### config.mk
export PLATFORM = sky130hd
export DESIGN_NAME = ctrl_sequencer
export DESIGN_NICKNAME = d
export VERILOG_FILES = /design/src/rtl/ctrl_seq_pkg.sv /design/src/rtl/ctrl_sequencer_moc_wait_timer.sv /design/src/rtl/ctrl_sequencer.sv
export SDC_FILE = /design/constraint.sdc
export NUM_CORES = 1
export LEC_CHECK = 0
export CAP_MARGIN = 15
export CORE_MARGIN = 8
export CORE_UTILIZATION = 39
export DETAILED_ROUTE_END_ITERATION = 10
export GPL_ROUTABILITY_DRIVEN = 1
export PLACE_DENSITY_LB_ADDON = 0.08
export SKIP_LAST_GASP = 1
export SYNTH_ARGS = -nofsm -noshare
export SYNTH_HDL_FRONTEND = slang
export SYNTH_SLANG_ARGS = --single-unit
export TNS_END_PERCENT = 50
### constraint.sdc
create_clock -name clk -period 1.7 [get_ports clk]
set_clock_uncertainty 0.15 [all_clocks]
set_input_delay 0.34 -clock clk [delete_from_list [all_inputs] [get_ports clk]]
set_output_delay 0.34 -clock clk [all_outputs]
set_load 0.02 [all_outputs]
### src/rtl/ctrl_seq_pkg.sv
// Shared state codes, instruction-class codes and IR bit positions for the
// control-unit sequencer.
package ctrl_seq_pkg;

  localparam int STATE_CODE_W = 7;

  typedef enum logic [STATE_CODE_W-1:0] {
    S_RESET    = 7'd0,
    S_FADDR    = 7'd1,
    S_FREQ     = 7'd2,
    S_FWAIT    = 7'd3,
    S_DECODE   = 7'd4,
    S_DP_REG   = 7'd5,
    S_DP_IMM   = 7'd6,
    S_BR       = 7'd8,
    S_BR_FLUSH = 7'd9,
    S_BL_LINK  = 7'd10,
    S_LS_ADDR  = 7'd33,
    S_LS_REQ   = 7'd34,
    S_LS_WAIT  = 7'd35,
    S_LS_WB    = 7'd36,
    S_LD_REG   = 7'd43,
    S_UNDEF    = 7'd48,
    S_BUS_ERR  = 7'd63
  } state_e;

  // Instruction class, ir[27:25]
  localparam logic [2:0] CLS_DP_SHIFT = 3'b000;
  localparam logic [2:0] CLS_DP_IMM   = 3'b001;
  localparam logic [2:0] CLS_LS_IMM   = 3'b010;
  localparam logic [2:0] CLS_LS_REG   = 3'b011;
  localparam logic [2:0] CLS_BRANCH   = 3'b101;

  // Load/store control bits; bit 24 doubles as the link bit for branches
  localparam int BIT_P    = 24;
  localparam int BIT_LINK = 24;
  localparam int BIT_U    = 23;
  localparam int BIT_B    = 22;
  localparam int BIT_W    = 21;
  localparam int BIT_L    = 20;

endpackage

### src/rtl/ctrl_sequencer_moc_wait_timer.sv
// Memory-completion wait counter shared by the fetch and load/store wait
// states; flags a timeout on the last permitted waiting cycle.
module moc_wait_timer #(
  parameter int MOC_TIMEOUT = 16,
  parameter bit TIMEOUT_EN  = 1'b1
) (
  input  logic clk,
  input  logic rst_n,
  input  logic waiting,
  input  logic moc,
  output logic timeout
);

  localparam int CNT_W = $clog2(MOC_TIMEOUT + 1);
  localparam logic [CNT_W-1:0] CNT_MAX = CNT_W'(MOC_TIMEOUT);
  localparam logic [CNT_W-1:0] CNT_TO  = CNT_W'(MOC_TIMEOUT - 1);

  logic [CNT_W-1:0] wait_cnt;

  // Held at zero outside the wait states, so every entry starts from zero.
  always_ff @(posedge clk or negedge rst_n) begin
    if (!rst_n) begin
      wait_cnt <= '0;
    end else if (!waiting || moc) begin
      wait_cnt <= '0;
    end else if (wait_cnt != CNT_MAX) begin
      wait_cnt <= wait_cnt + 1'b1;
    end
  end

  assign timeout = TIMEOUT_EN && waiting && (wait_cnt == CNT_TO);

endmodule

### src/rtl/ctrl_sequencer.sv
// Registered control-unit sequencer: decodes the latched instruction class
// into a state sequence that drives the control-signal ROM.
//
// state    | meaning
// RESET    | post-reset idle       FADDR/FREQ/FWAIT | fetch addr, request, wait moc
// DECODE   | class/cond decode     DP_REG/DP_IMM    | data-processing writeback
// BL_LINK  | write link register   BR/BR_FLUSH      | load PC, flush pipeline
// LS_ADDR  | address calc          LS_REQ/LS_WAIT   | data request, wait moc
// LD_REG   | load result write     LS_WB            | base writeback
// UNDEF    | undefined trap        BUS_ERR          | moc timeout, wait err_ack
module ctrl_sequencer
  import ctrl_seq_pkg::*;
#(
  parameter int STATE_W     = 7,
  parameter int IR_W        = 32,
  parameter int MOC_TIMEOUT = 16,
  parameter bit TIMEOUT_EN  = 1'b1
) (
  input  logic               clk,
  input  logic               rst_n,
  input  logic               moc,
  input  logic               cond,
  input  logic [IR_W-1:0]    ir,
  input  logic               err_ack,
  output logic [STATE_W-1:0] state,
  output logic               mem_req,
  output logic               mem_rw,
  output logic               mem_byte,
  output logic               reg_wr,
  output logic               pc_ld,
  output logic               bus_err,
  output logic               undef
);

  state_e       state_q, state_d;
  logic [27:20] ir_q;
  logic         bus_err_q;
  logic         waiting, timeout, wb;
  logic         fetch_st, ls_st;
  logic         unused_ir;

  // Only the class and load/store control field is needed downstream.
  assign unused_ir = ^ir;

  assign waiting = (state_q == S_FWAIT) || (state_q == S_LS_WAIT);
  assign wb      = !ir_q[BIT_P] || ir_q[BIT_W];

  moc_wait_timer #(
    .MOC_TIMEOUT (MOC_TIMEOUT),
    .TIMEOUT_EN  (TIMEOUT_EN)
  ) u_timer (
    .clk     (clk),
    .rst_n   (rst_n),
    .waiting (waiting),
    .moc     (moc),
    .timeout (timeout)
  );

  always_comb begin
    state_d = S_RESET;
    case (state_q)
      S_RESET:  state_d = S_FADDR;
      S_FADDR:  state_d = S_FREQ;
      S_FREQ:   state_d = S_FWAIT;
      S_FWAIT: begin
        if (moc)          state_d = S_DECODE;
        else if (timeout) state_d = S_BUS_ERR;
        else              state_d = S_FWAIT;
      end
      S_DECODE: begin
        if (!cond) begin
          state_d = S_FADDR;
        end else begin
          case (ir_q[27:25])
            CLS_DP_SHIFT:           state_d = S_DP_REG;
            CLS_DP_IMM:             state_d = S_DP_IMM;
            CLS_BRANCH:             state_d = ir_q[BIT_LINK] ? S_BL_LINK : S_BR;
            CLS_LS_IMM, CLS_LS_REG: state_d = S_LS_ADDR;
            default:                state_d = S_UNDEF;
          endcase
        end
      end
      S_DP_REG, S_DP_IMM, S_UNDEF, S_LS_WB, S_BR_FLUSH: state_d = S_FADDR;
      S_BL_LINK: state_d = S_BR;
      S_BR:      state_d = S_BR_FLUSH;
      S_LS_ADDR: state_d = S_LS_REQ;
      S_LS_REQ:  state_d = S_LS_WAIT;
      S_LS_WAIT: begin
        // moc in the timeout cycle still completes the access normally
        if (moc) begin
          if (ir_q[BIT_L]) state_d = S_LD_REG;
          else             state_d = wb ? S_LS_WB : S_FADDR;
        end else if (timeout) begin
          state_d = S_BUS_ERR;
        end else begin
          state_d = S_LS_WAIT;
        end
      end
      S_LD_REG:  state_d = wb ? S_LS_WB : S_FADDR;
      S_BUS_ERR: state_d = err_ack ? S_FADDR : S_BUS_ERR;
      default:   state_d = S_RESET;
    endcase
  end

  always_ff @(posedge clk or negedge rst_n) begin
    if (!rst_n) begin
      state_q   <= S_RESET;
      ir_q      <= '0;
      bus_err_q <= 1'b0;
    end else begin
      state_q <= state_d;
      if (state_q == S_FWAIT && moc) ir_q <= ir[27:20];
      if (state_d == S_BUS_ERR)                    bus_err_q <= 1'b1;
      else if (state_q == S_BUS_ERR && err_ack)    bus_err_q <= 1'b0;
    end
  end

  assign fetch_st = (state_q == S_FADDR) || (state_q == S_FREQ) || (state_q == S_FWAIT);
  assign ls_st    = (state_q == S_LS_ADDR) || (state_q == S_LS_REQ) || (state_q == S_LS_WAIT) ||
                    (state_q == S_LS_WB)   || (state_q == S_LD_REG);

  assign state    = STATE_W'(state_q);
  assign mem_req  = (state_q == S_FREQ) || (state_q == S_FWAIT) ||
                    (state_q == S_LS_REQ) || (state_q == S_LS_WAIT);
  assign mem_rw   = fetch_st || (ls_st && ir_q[BIT_L]);
  assign mem_byte = ls_st && ir_q[BIT_B];
  assign reg_wr   = (state_q == S_DP_REG) || (state_q == S_DP_IMM) || (state_q == S_BL_LINK) ||
                    (state_q == S_LD_REG) || (state_q == S_LS_WB);
  assign pc_ld    = (state_q == S_BR);
  assign undef    = (state_q == S_UNDEF);
  assign bus_err  = bus_err_q;

endmodule
Word level (Yosys, flattened, before mapping)
Index checks and enable logic that the tools add are counted.

Logic and storage cells: 73. Input port bits: 37. Register bits after elaboration: 21. Output and inout bits: 14.

Equal/unequal tests: 23. Reductions and logical operators: 30. Mux-type cells: 15. $add $sub $neg: 1.

Operator list (number): 7-bit one-hot mux with 12 select lines (1); 7-bit by 6-bit equality test with 1-bit output, second input constant (8); 6-bit two-way mux (6); 6-bit one-hot mux with 4 select lines (1); 7-bit by 3-bit equality test with 1-bit output, second input constant (3); 7-bit by 4-bit equality test with 1-bit output, second input constant (3); 1-bit logical OR (17); 5-bit two-way mux (3); 7-bit by 2-bit equality test with 1-bit output, second input constant (2); 7-bit by 1-bit equality test with 1-bit output, second input constant (1); 7-bit logical NOT (1); 7-bit two-way mux (1); 3-bit by 2-bit equality test with 1-bit output, second input constant (2); 6-bit OR reduction (1); 5-bit by 1-bit adder with 5-bit output, second input constant (1); 5-bit by 4-bit equality test with 1-bit output, second input constant (1); 1-bit logical AND (5); 5-bit != test, second input constant (1); 2-bit nonzero test (2); 3-bit by 1-bit equality test with 1-bit output, second input constant (1); 3-bit equality test, second input constant (1); 3-bit logical NOT (1); 1-bit logical NOT (2); 1-bit two-way mux (2); 2 further kinds (2).

Depth between registers and ports, before layout
Gate-level depths: netlist of the first run.

Depth in word-level cells: 8. Gate-level depth with buffers: 6. Depth with buffers taken out: 6.

Hierarchy
From an unflattened synthesis of the first run, not the netlist that was laid out.

Cells, all modules: 144. Area, all modules: 1357.6 um^2.

By module, submodules not included: ctrl_sequencer (area each 1041.0 um^2, times used 1, sequential area each 350.3 um^2, cells an instance 115); moc_wait_timer (area each 316.6 um^2, times used 1, sequential area each 125.1 um^2, cells an instance 29).

Worst setup path after synthesis of the first run
No wires, ideal clock.

Path kind: register -> output. Start point: reg state_q[1], in the netlist state[1]. End point: out reg_wr. Cell stages (with the launch flop): 7. Required time: 1.210 ns. Path buffers: 2. Path slack: -0.668 ns. Arrival: 1.878 ns. Path through: dfrtp_1 -> clkbuf_1 -> or2_2 -> clkbuf_1 -> nor2_1 -> a21oi_1 -> a211oi_1.

Longest elaborated chain between the ends: 5. Elaborated cells on any way between the ends: 9. Classes of those cells: eq/ne (5); reduce/logical (4).

Ends and longest elaborated chain: start: declaration (line ctrl_sequencer.sv:35) `state_e state_q, state_d;`; start signal: assignment (line ctrl_sequencer.sv:111) `state_q <= state_d;`; 7-bit by 3-bit equality test with 1-bit output (line ctrl_sequencer.sv:127) `assign reg_wr = (state_q == S_DP_REG) || (state_q == S_DP_IMM) || (state_q == S_BL_LINK) ||`; 1-bit logical OR (3 in a row) (line ctrl_sequencer.sv:127); 1-bit logical OR * (line ctrl_sequencer.sv:128) `(state_q == S_LD_REG) || (state_q == S_LS_WB);`; end: declaration (line ctrl_sequencer.sv:29) `output logic reg_wr,`.

Mark *: on every way between the ends. The rest lies on a longest branch, timed or not.

Final worst setup path of the first run
Same ends and word-level chain as after synthesis.

==> impl_metrics.yaml, run 1 <==
cts:
  cts_hold_buf: 0
  root_buffer: "clkbuf_4"
  clkTransAtPathRegs_ns: 0.11
  htreeDepth: 1
  cts_buffer_depth: 2
  cts_sinks: 19
  cts_buffers: 3
  cts_tree: "yes"
  clk_latency_ns: 0.29
pwr:
  p_comb_share_pct: 68.7
  internal-power_mw: 1.83
  sequentialPowerShare_pct: 23.9
  power_frac_clock_pct: 7.4
  p_leak_nw: 0.986
  p_switching_mw: 1.25
  ir_drop_mv: 0.636
  netSwitchingFraction_pct: 40.5
  p_per_area_nw_per_um2: 1380
status:
  status: "finished with violations"
  violations: "setup timing"
critical_path:
  critPathMaxFanout: 5
  timing.critical_path.cells: "buf_6 -> xnor2_2 -> nor2_4 -> nor3_4 -> a211oi_4 -> buf_6"
  regToRegStartpoint: "state[3]"
  cp.arrival_ns: 1.61
  cpMaxStageDelayCell: "dfrtp_2"
  crit_top_cell: "buf_6"
  worstSetupPathType: "reg2out"
  cp_data_required_time_ns: 1.21
  slowest_delay_ns: 0.45
  cp_num_buf_inv: 2
  cp-end-kind: "primary output"
  setup.worst_path.start: "state[1]"
  start_kind: "flop"
  path_delay_family: "flip-flops"
floorplan:
  rows: 21
  start_util_pct: 40.0
  io_pins: 51
  coreArea_um2: 3280
  die_w_um: 74.1
  die_area_um2: 5490
  chipHeight_um: 74.1
timing:
  period_share_pct: 123
  fmax_mhz: 477
  setup_viol: 23
  finalHoldViolations: 0
  finalWorstSetupSlack_ns: -0.397
  tns_ns: -4.41
  slew_violations: 0
  rsz0062_at_grt: "yes"
  layout_min_cycle_time_ns: 2.10
yosys:
  synth_area_leaders: "dfrtp_1 36%, mux2_4 8.0%, nand3_1 4.2%"
  post-synth-top-area-cell: "dfrtp_1"
  ys_ff_latch: 19
  synthesis.area_um2: 1320
  synth_cell_types: 46
  yosys.area.top_type_share_pct: 36.2
  avgSynthCellArea_um2: 9.13
  synth_fp_nets: 184
  seq_area_frac_synth_pct: 36.2
  yosys_warnings: 0
  syn_inst: 144
place:
  gp_congestion: 0.942
  dp_hpwl_um: 3050
  dp.cells: 246
  portBuffers: 24
flow_run:
  drv_cap: 0
detailed_routing:
  wl_um: 4220
  wl_met2_um: 2260
  drt_first_pass_iters: 4
  wl_met1_um: 1690
  wl_per_cell_um: 16.0
  wl_met3_um: 128
  vias_per_cell: 5.13
  highest_layer: "met4"
  via_count: 1348
  drt_iter0_drc: 40
  postRouteAntennaNets: 0
  drc: 0
layout:
  layoutNonFillerInstCount: 263
  area_delta_synth_final_pct: 69.8
  final_util_pct: 68.0
  num_antenna_cells: 0
  nFillCells: 272
  drive_gt1_share_pct: 52.1
  nets: 258
global_route:
  grt_max_degree: 20
  antenna_found_initial: 0
  grt_pass1_vias: 1410
  grt_pass1_wl_um: 6720
  grt_overflow_total: 0
  grtUsageTotal_pct: 15.9
worst_hold_path:
  hp-class: "in2async"
==> state kept, by name (all words and copies together), names as in the netlist <==
| signal | flops |
|---|---|
| state | 6 |
| bus_err | 1 |
| ir_q | 7 |
| u_timer.wait_cnt | 5 |
==> logic make-up after synthesis <==
logic type               Yosys count  share of synthesized area, %
AO/OA/AOI/OAI                     24                          12.0
XOR/XNOR                           5                          3.33
adder cells (fa/ha/maj)            3                          2.85
buffers and inverters             15                          5.99
flip-flops                        19                          36.2
multiplexers                       8                          8.75
other                              1                         0.285
AND/OR/NAND/NOR                   69                          30.6
==> power by group through the flow <==
stage	logic [mW]	clock network [mW]	registers, mW
after floorplan	1.03	0	0.751
after global placement	1.68	0	0.742
after detailed placement	1.70	0	0.756
after CTS	1.90	0.243	0.731
after global routing	2.26	0.257	0.758
final	2.11	0.226	0.737
==> per-layer routing <==
metal / up-vias / track usage (%)
met5: - / 0
met4: 0 / 8.20
met3: 10 / 2.16
met2: 26 / 28.9
met1: 646 / 17.4
li1: 666 / -
==> layout by cell type, fill, tap and decap left out, types with 3 or more instances in the layout <==
cell type and count:
buf_6 9, clkdlybuf4s50_1 12, buf_4 49, nand3_1 9
dfrtp_2 6, dfrtp_1 13, nand2b_1 5, nand4_1 3
inv_1 3, nor2_1 9, nand2_1 9, mux2_4 7
xnor2_1 3, nor3_1 4, nor2b_1 3, clkbuf_4 3
o21ai_0 4, clkdlybuf4s15_2 3
==> worst paths after layout <==
check,cells past startpoint,endpoint,slack [ns]
setup / recovery,6,reg_wr,-0.40
hold / removal,2,bus_err,0.22
setup reg to reg,6,ir_q[24],-0.23
hold reg to reg,1,ir_q[21],0.37
max in group asynchronous,2,state[5],0.96
min in group clk,1,ir_q[21],0.37
==> cell usage after synthesis (all sizes together) <==
master	count
a2111oi	1
a211oi	1
a21oi	5
a311o	1
a31oi	1
a32oi	1
a41oi	1
and2	1
and3	3
and3b	1
and4b	1
and4bb	1
buf	6
clkbuf	4
conb	1
dfrtp	19
ha	3
inv	5
mux2	7
mux2i	1
nand2	10
nand2b	5
nand3	11
nand3b	1
nand4	3
nor2	12
nor2b	3
nor3	7
nor3b	2
nor4	2
nor4b	2
o2111ai	2
o211ai	2
o21ai	7
o22ai	1
o32ai	1
or2	2
or2b	1
or3b	1
xnor2	4
xor2	1
==> timing repair <==
action	4_1_cts	5_1_grt
endpoints found under the setup margin	29	30
setup buffers	7	7
pin swaps	11	9
resized for setup	71	27
==> per-stage QoR <==
stage	area, um^2	worst slack, ns	hold slack [ns]	power (mW)
6_report	2230	-0.397	0.217	3.08
5_1_grt	2230	-0.470	0.239	3.27
4_1_cts	2080	-0.368	0.217	2.87
3_5_place_dp	1930	-0.516	0.347	2.45
3_3_place_gp	1930	-0.481	0.343	2.43
2_1_floorplan	1380	-0.215	-0.106	1.78
==> worst reg2reg max path: cells and delay by family, from the launching register on <==
kind	cells	cell delay, ns
buf+inv	2	0.27
flops	1	0.46
mux	1	0.32
simple gates	3	0.61
==> cell type report <==
cell class	instances	area [um^2]	area share [%]
repair buffers	79	701	31.4
clock buffers	4	26.3	1.18
flip-flops and latches	19	483	21.6
multi-input cells	110	945	42.3
well taps	46	57.6	2.58
inverters	5	21.3	0.952
Power figures use the tool's default switching activity.
==> run 2: changes to the inputs <==
--- a/config.mk
+++ b/config.mk
@@ -10,7 +10,7 @@
 export CORE_UTILIZATION = 39
 export DETAILED_ROUTE_END_ITERATION = 10
 export GPL_ROUTABILITY_DRIVEN = 1
-export PLACE_DENSITY_LB_ADDON = 0.08
+export PLACE_DENSITY = 0.8
 export SKIP_LAST_GASP = 1
 export SYNTH_ARGS = -nofsm -noshare
 export SYNTH_HDL_FRONTEND = slang
==> impl_metrics.yaml, run 2 (synthesized netlist as in run 1, its figures left out) <==
detailed_routing:
  wl_per_cell_um: 15.4
  drc: 0
  wl_um: 3880
  postRouteAntennaNets: 0
  vias_per_cell: 5.34
  drt_iter0_drc: 109
  via_count: 1341
  drt_first_pass_iters: 4
flow_run:
  drv_cap: 0
floorplan:
  die_w_um: 74.1
  rows: 21
  chipHeight_um: 74.1
  start_util_pct: 40.0
  io_pins: 51
  coreArea_um2: 3280
  die_area_um2: 5490
pwr:
  p_per_area_nw_per_um2: 1420
  p_leak_nw: 0.880
  internal-power_mw: 1.71
  p_comb_share_pct: 66.8
  ir_drop_mv: 0.540
  power_frac_clock_pct: 7.9
  p_switching_mw: 1.18
  sequentialPowerShare_pct: 25.3
  netSwitchingFraction_pct: 40.8
layout:
  fin_area_um2: 2040
  seqCellArea_um2: 479
  area_delta_synth_final_pct: 55.3
  final_util_pct: 62.2
  layout_common_cells: "40 x buf_4, 16 x dfrtp_1, 13 x clkdlybuf4s50_1, 11 x nand3_1, 9 x nor2_1"
  drive_gt1_share_pct: 43.9
  largest_register_ff_count: 7
  layout_commonest_cell: "buf_4"
  layoutNonFillerInstCount: 251
  nFillCells: 287
  nets: 246
  regMostFlops: "ir_q"
  multi_input_area_um2: 870
  num_antenna_cells: 0
global_route:
  grtUsageTotal_pct: 14.4
  antenna_found_initial: 0
  grt_pass1_vias: 1359
  grt_max_degree: 20
  grt_pass1_wl_um: 6310
  grt_overflow_total: 0
critical_path:
  reg2reg_to: "ir_q[20]"
  worstSetupPathType: "reg2out"
  start_kind: "flop"
  regToRegStartpoint: "state[2]"
  reg2reg_setup_slack_ns: -0.25
  cp-end-kind: "primary output"
  critPathMaxFanout: 4
  r2r_cells: 6
  cp_data_required_time_ns: 1.21
  cp.arrival_ns: 1.56
worst_hold_path:
  hp-class: "in2async"
cts:
  cts_sinks: 19
  clk_latency_ns: 0.30
  htreeDepth: 1
  cts_buffers: 3
  root_buffer: "clkbuf_4"
  cts_tree: "yes"
  cts_buffer_depth: 2
  clkTransAtPathRegs_ns: 0.11
  cts_hold_buf: 0
timing:
  rsz0062_at_grt: "yes"
  layout_min_cycle_time_ns: 2.05
  tns_ns: -4.72
  period_share_pct: 120
  finalWorstSetupSlack_ns: -0.348
  finalHoldViolations: 0
  slew_violations: 0
  fmax_mhz: 488
  setup_viol: 22
place:
  portBuffers: 24
  dp_hpwl_um: 3030
  gp_congestion: 0.932
  dp.cells: 244
  dpl_cell_area_um2: 1900
status:
  violations: "setup timing"
  status: "finished with violations"
==> run 2: changes by cell type in the layout (fill, tap and decap cells not counted), moves of 2 or more <==
cell,before,now
a21oi_4,2,0
buf_4,49,40
nand3_1,9,11
dfrtp_1,13,16
ha_1,1,3
o21ai_1,2,0
nand3_2,2,0
dfrtp_2,6,3
==> run 2: stage by stage <==
step                      hold slack, ns  worst slack, ns  power, mW
after floorplan                   -0.106           -0.215       1.78
final                              0.207           -0.348       2.89
after detailed placement           0.344           -0.521       2.45
after global placement             0.341           -0.452       2.39
after global routing               0.234           -0.449       3.07
after CTS                          0.205           -0.358       2.78
==> run 2: what timing repair did <==
item | 4_1_cts | 5_1_grt
endpoints found under the hold margin | 0 | 0
pin swaps | 9 | 6
setup endpoints to repair | 29 | 29
gates resized for setup | 56 | 15
setup buffers | 2 | 2
==> run 2: critical path, stage by stage (launching register included) <==
cell	delay, ns
dfrtp_2	0.44
buf_4	0.15
and3b_2	0.25
a21oi_2	0.07
a211oi_4	0.20
buf_6	0.14
==> run 2: area by class of cell <==
cell class	count	share of cell area (%)
Clock buffer	3	1.10
Timing Repair Buffer	67	28.9
Inverter	5	0.919
Tap cell	46	2.82
Multi-Input combinational cell	110	42.6
Sequential cell	19	23.5
Clock inverter	1	0.245
==> run 2: worst max path at each step <==
stage / start / end / depth (start not counted)
after global placement: state[0] / mem_rw / 6
after floorplan: state[1] / reg_wr / 6
after CTS: state[2] / reg_wr / 5
final: state[2] / reg_wr / 5
after detailed placement: state[0] / reg_wr / 6
after global routing: state[0] / reg_wr / 5
==> run 2: power by group through the flow <==
stage	clock network [mW]	registers (mW)	logic [mW]
finish	0.227	0.733	1.93
global route	0.261	0.754	2.06
CTS	0.239	0.731	1.81
detailed placement	0	0.732	1.72
global placement	0	0.719	1.67
floorplan	0	0.751	1.03
==> run 2: per-layer routing <==
metal | track usage, % | routed length, um | up-vias
met1 | 15.6 | 1560 | 647
met3 | 3.10 | 243 | 4
met2 | 27.0 | 2060 | 47
met4 | 3.99 | 17 | 0
li1 | - | - | 643
met5 | 0 | 0 | -
==> run 3: changes to the inputs <==
--- a/config.mk
+++ b/config.mk
@@ -6,7 +6,7 @@
 export NUM_CORES = 1
 export LEC_CHECK = 0
 export CAP_MARGIN = 15
-export CORE_MARGIN = 8
+export CORE_MARGIN = 4
 export CORE_UTILIZATION = 39
 export DETAILED_ROUTE_END_ITERATION = 10
 export GPL_ROUTABILITY_DRIVEN = 1
==> impl_metrics.yaml, run 3 (synthesized netlist as in run 1, its figures left out) <==
timing:
  layout_min_cycle_time_ns: 2.09
  fmax_mhz: 478
  finalWorstSetupSlack_ns: -0.390
  finalHoldViolations: 0
  setup_viol: 24
  period_share_pct: 123
  rsz0062_at_grt: "yes"
  slew_violations: 0
critical_path:
  cp-end-kind: "primary output"
  regToRegStartpoint: "state[1]"
  critPathMaxFanout: 7
  setup.worst_path.start: "state[0]"
  cp.arrival_ns: 1.60
  cp_data_required_time_ns: 1.21
  start_kind: "flop"
  worstSetupPathType: "reg2out"
global_route:
  grt_pass1_wl_um: 6220
  grt_pass1_vias: 1410
  grtUsageTotal_pct: 18.4
  busiest_layer: "met2"
  gr-usage-met2_pct: 33.0
  antenna_found_initial: 0
  grt_use_met1_pct: 22.1
  grt_overflow_total: 0
  grt_max_degree: 20
  grtUsageMet3_pct: 2.72
layout:
  nets: 255
  fin_area_um2: 2080
  layout_commonest_cell: "buf_4"
  layoutNonFillerInstCount: 258
  largest_register_ff_count: 7
  drive_gt1_share_pct: 47.7
  area_delta_synth_final_pct: 58.5
  regMostFlops: "ir_q"
  layout_common_cells: "51 x buf_4, 14 x dfrtp_1, 12 x clkdlybuf4s50_1, 11 x nand3_1, 9 x nor2_1"
  num_antenna_cells: 0
pwr:
  power.total_mw: 2.90
  ir_drop_mv: 0.674
  p_per_area_nw_per_um2: 1390
  p_leak_nw: 0.930
cts:
  cts_buffers: 3
  clkTransAtPathRegs_ns: 0.12
  cts_sinks: 19
  cts_tree: "yes"
  cts_buffer_depth: 2
  htreeDepth: 1
  root_buffer: "clkbuf_4"
  clk_latency_ns: 0.31
floorplan:
  die_area_um2: 4360
  io_pins: 51
  start_util_pct: 42.0
  chipHeight_um: 66.1
  rows: 20
  die_w_um: 66.1
  coreArea_um2: 3130
place:
  gp_congestion: 0.950
  dp.cells: 247
  portBuffers: 24
  dp_hpwl_um: 2970
  dpl_cell_area_um2: 1950
detailed_routing:
  via_count: 1389
  postRouteAntennaNets: 0
  drt_first_pass_iters: 6
  vias_per_cell: 5.38
  drt_iter0_drc: 43
  wl_per_cell_um: 14.8
  wl_um: 3830
  drc: 0
status:
  violations: "setup timing"
  status: "finished with violations"
worst_hold_path:
  hp-class: "in2async"
flow_run:
  drv_cap: 0
[run 3: final cells by class]
| class | count | area [um^2] |
|---|---|---|
| Multi-Input combinational cell | 110 | 862 |
| Inverter | 5 | 18.8 |
| Tap cell | 44 | 55.1 |
| Fill cell | 265 | 1040 |
| Timing Repair Buffer | 76 | 639 |
| Clock buffer | 3 | 22.5 |
| Clock inverter | 1 | 5.00 |
| Sequential cell | 19 | 482 |
[run 3: worst max-delay path, cell delays in order (launching register included)]
cell and delay [ns]:
dfrtp_2 0.47, or2_4 0.28, nor2_4 0.12, buf_4 0.12, a21oi_4 0.04, o21ai_2 0.11, buf_2 0.17
[run 3: report_power, final]
group | leakage (nW) | switching [mW] | internal, mW
registers | 0.233 | 0.149 | 0.596
clock network | 0.0177 | 0.153 | 0.0880
logic | 0.679 | 0.892 | 1.02
total | 0.930 | 1.19 | 1.71
[run 3: routing by layer]
metal  part of all wire (%)  routed length (um)
met5                      0                   0
met4                    2.0                  76
met3                    5.4                 206
met2                     53                2010
met1                     40                1530
[run 3: stage by stage]
step           setup slack (ns)  hold slack [ns]  util (%)  setup TNS (ns)
2_1_floorplan            -0.215           -0.106         -           -2.30
3_3_place_gp             -0.469            0.340      62.2           -4.54
3_5_place_dp             -0.523            0.347      62.2           -5.59
4_1_cts                  -0.375            0.213      63.9           -4.22
5_1_grt                  -0.452            0.218      66.6           -5.56
6_report                 -0.390            0.188      66.6           -3.46
[run 3: what timing repair did]
item / 4_1_cts / 5_1_grt
buffers inserted: 5 / 3
pin swaps: 5 / 8
setup endpoints to repair: 29 / 30
resized for setup: 51 / 20
hold buffers: 0 / 0
[run 3: worst paths after layout]
kind / cells after the start / slack [ns] / endpoint
worst min-delay path: 2 / 0.19 / ir_q[25]
worst max register to register: 7 / -0.14 / state[3]
worst max-delay path: 6 / -0.39 / mem_rw
min in group clk: 1 / 0.38 / ir_q[21]
worst min register to register: 1 / 0.38 / ir_q[21]
max in group asynchronous: 2 / 0.99 / state[0]
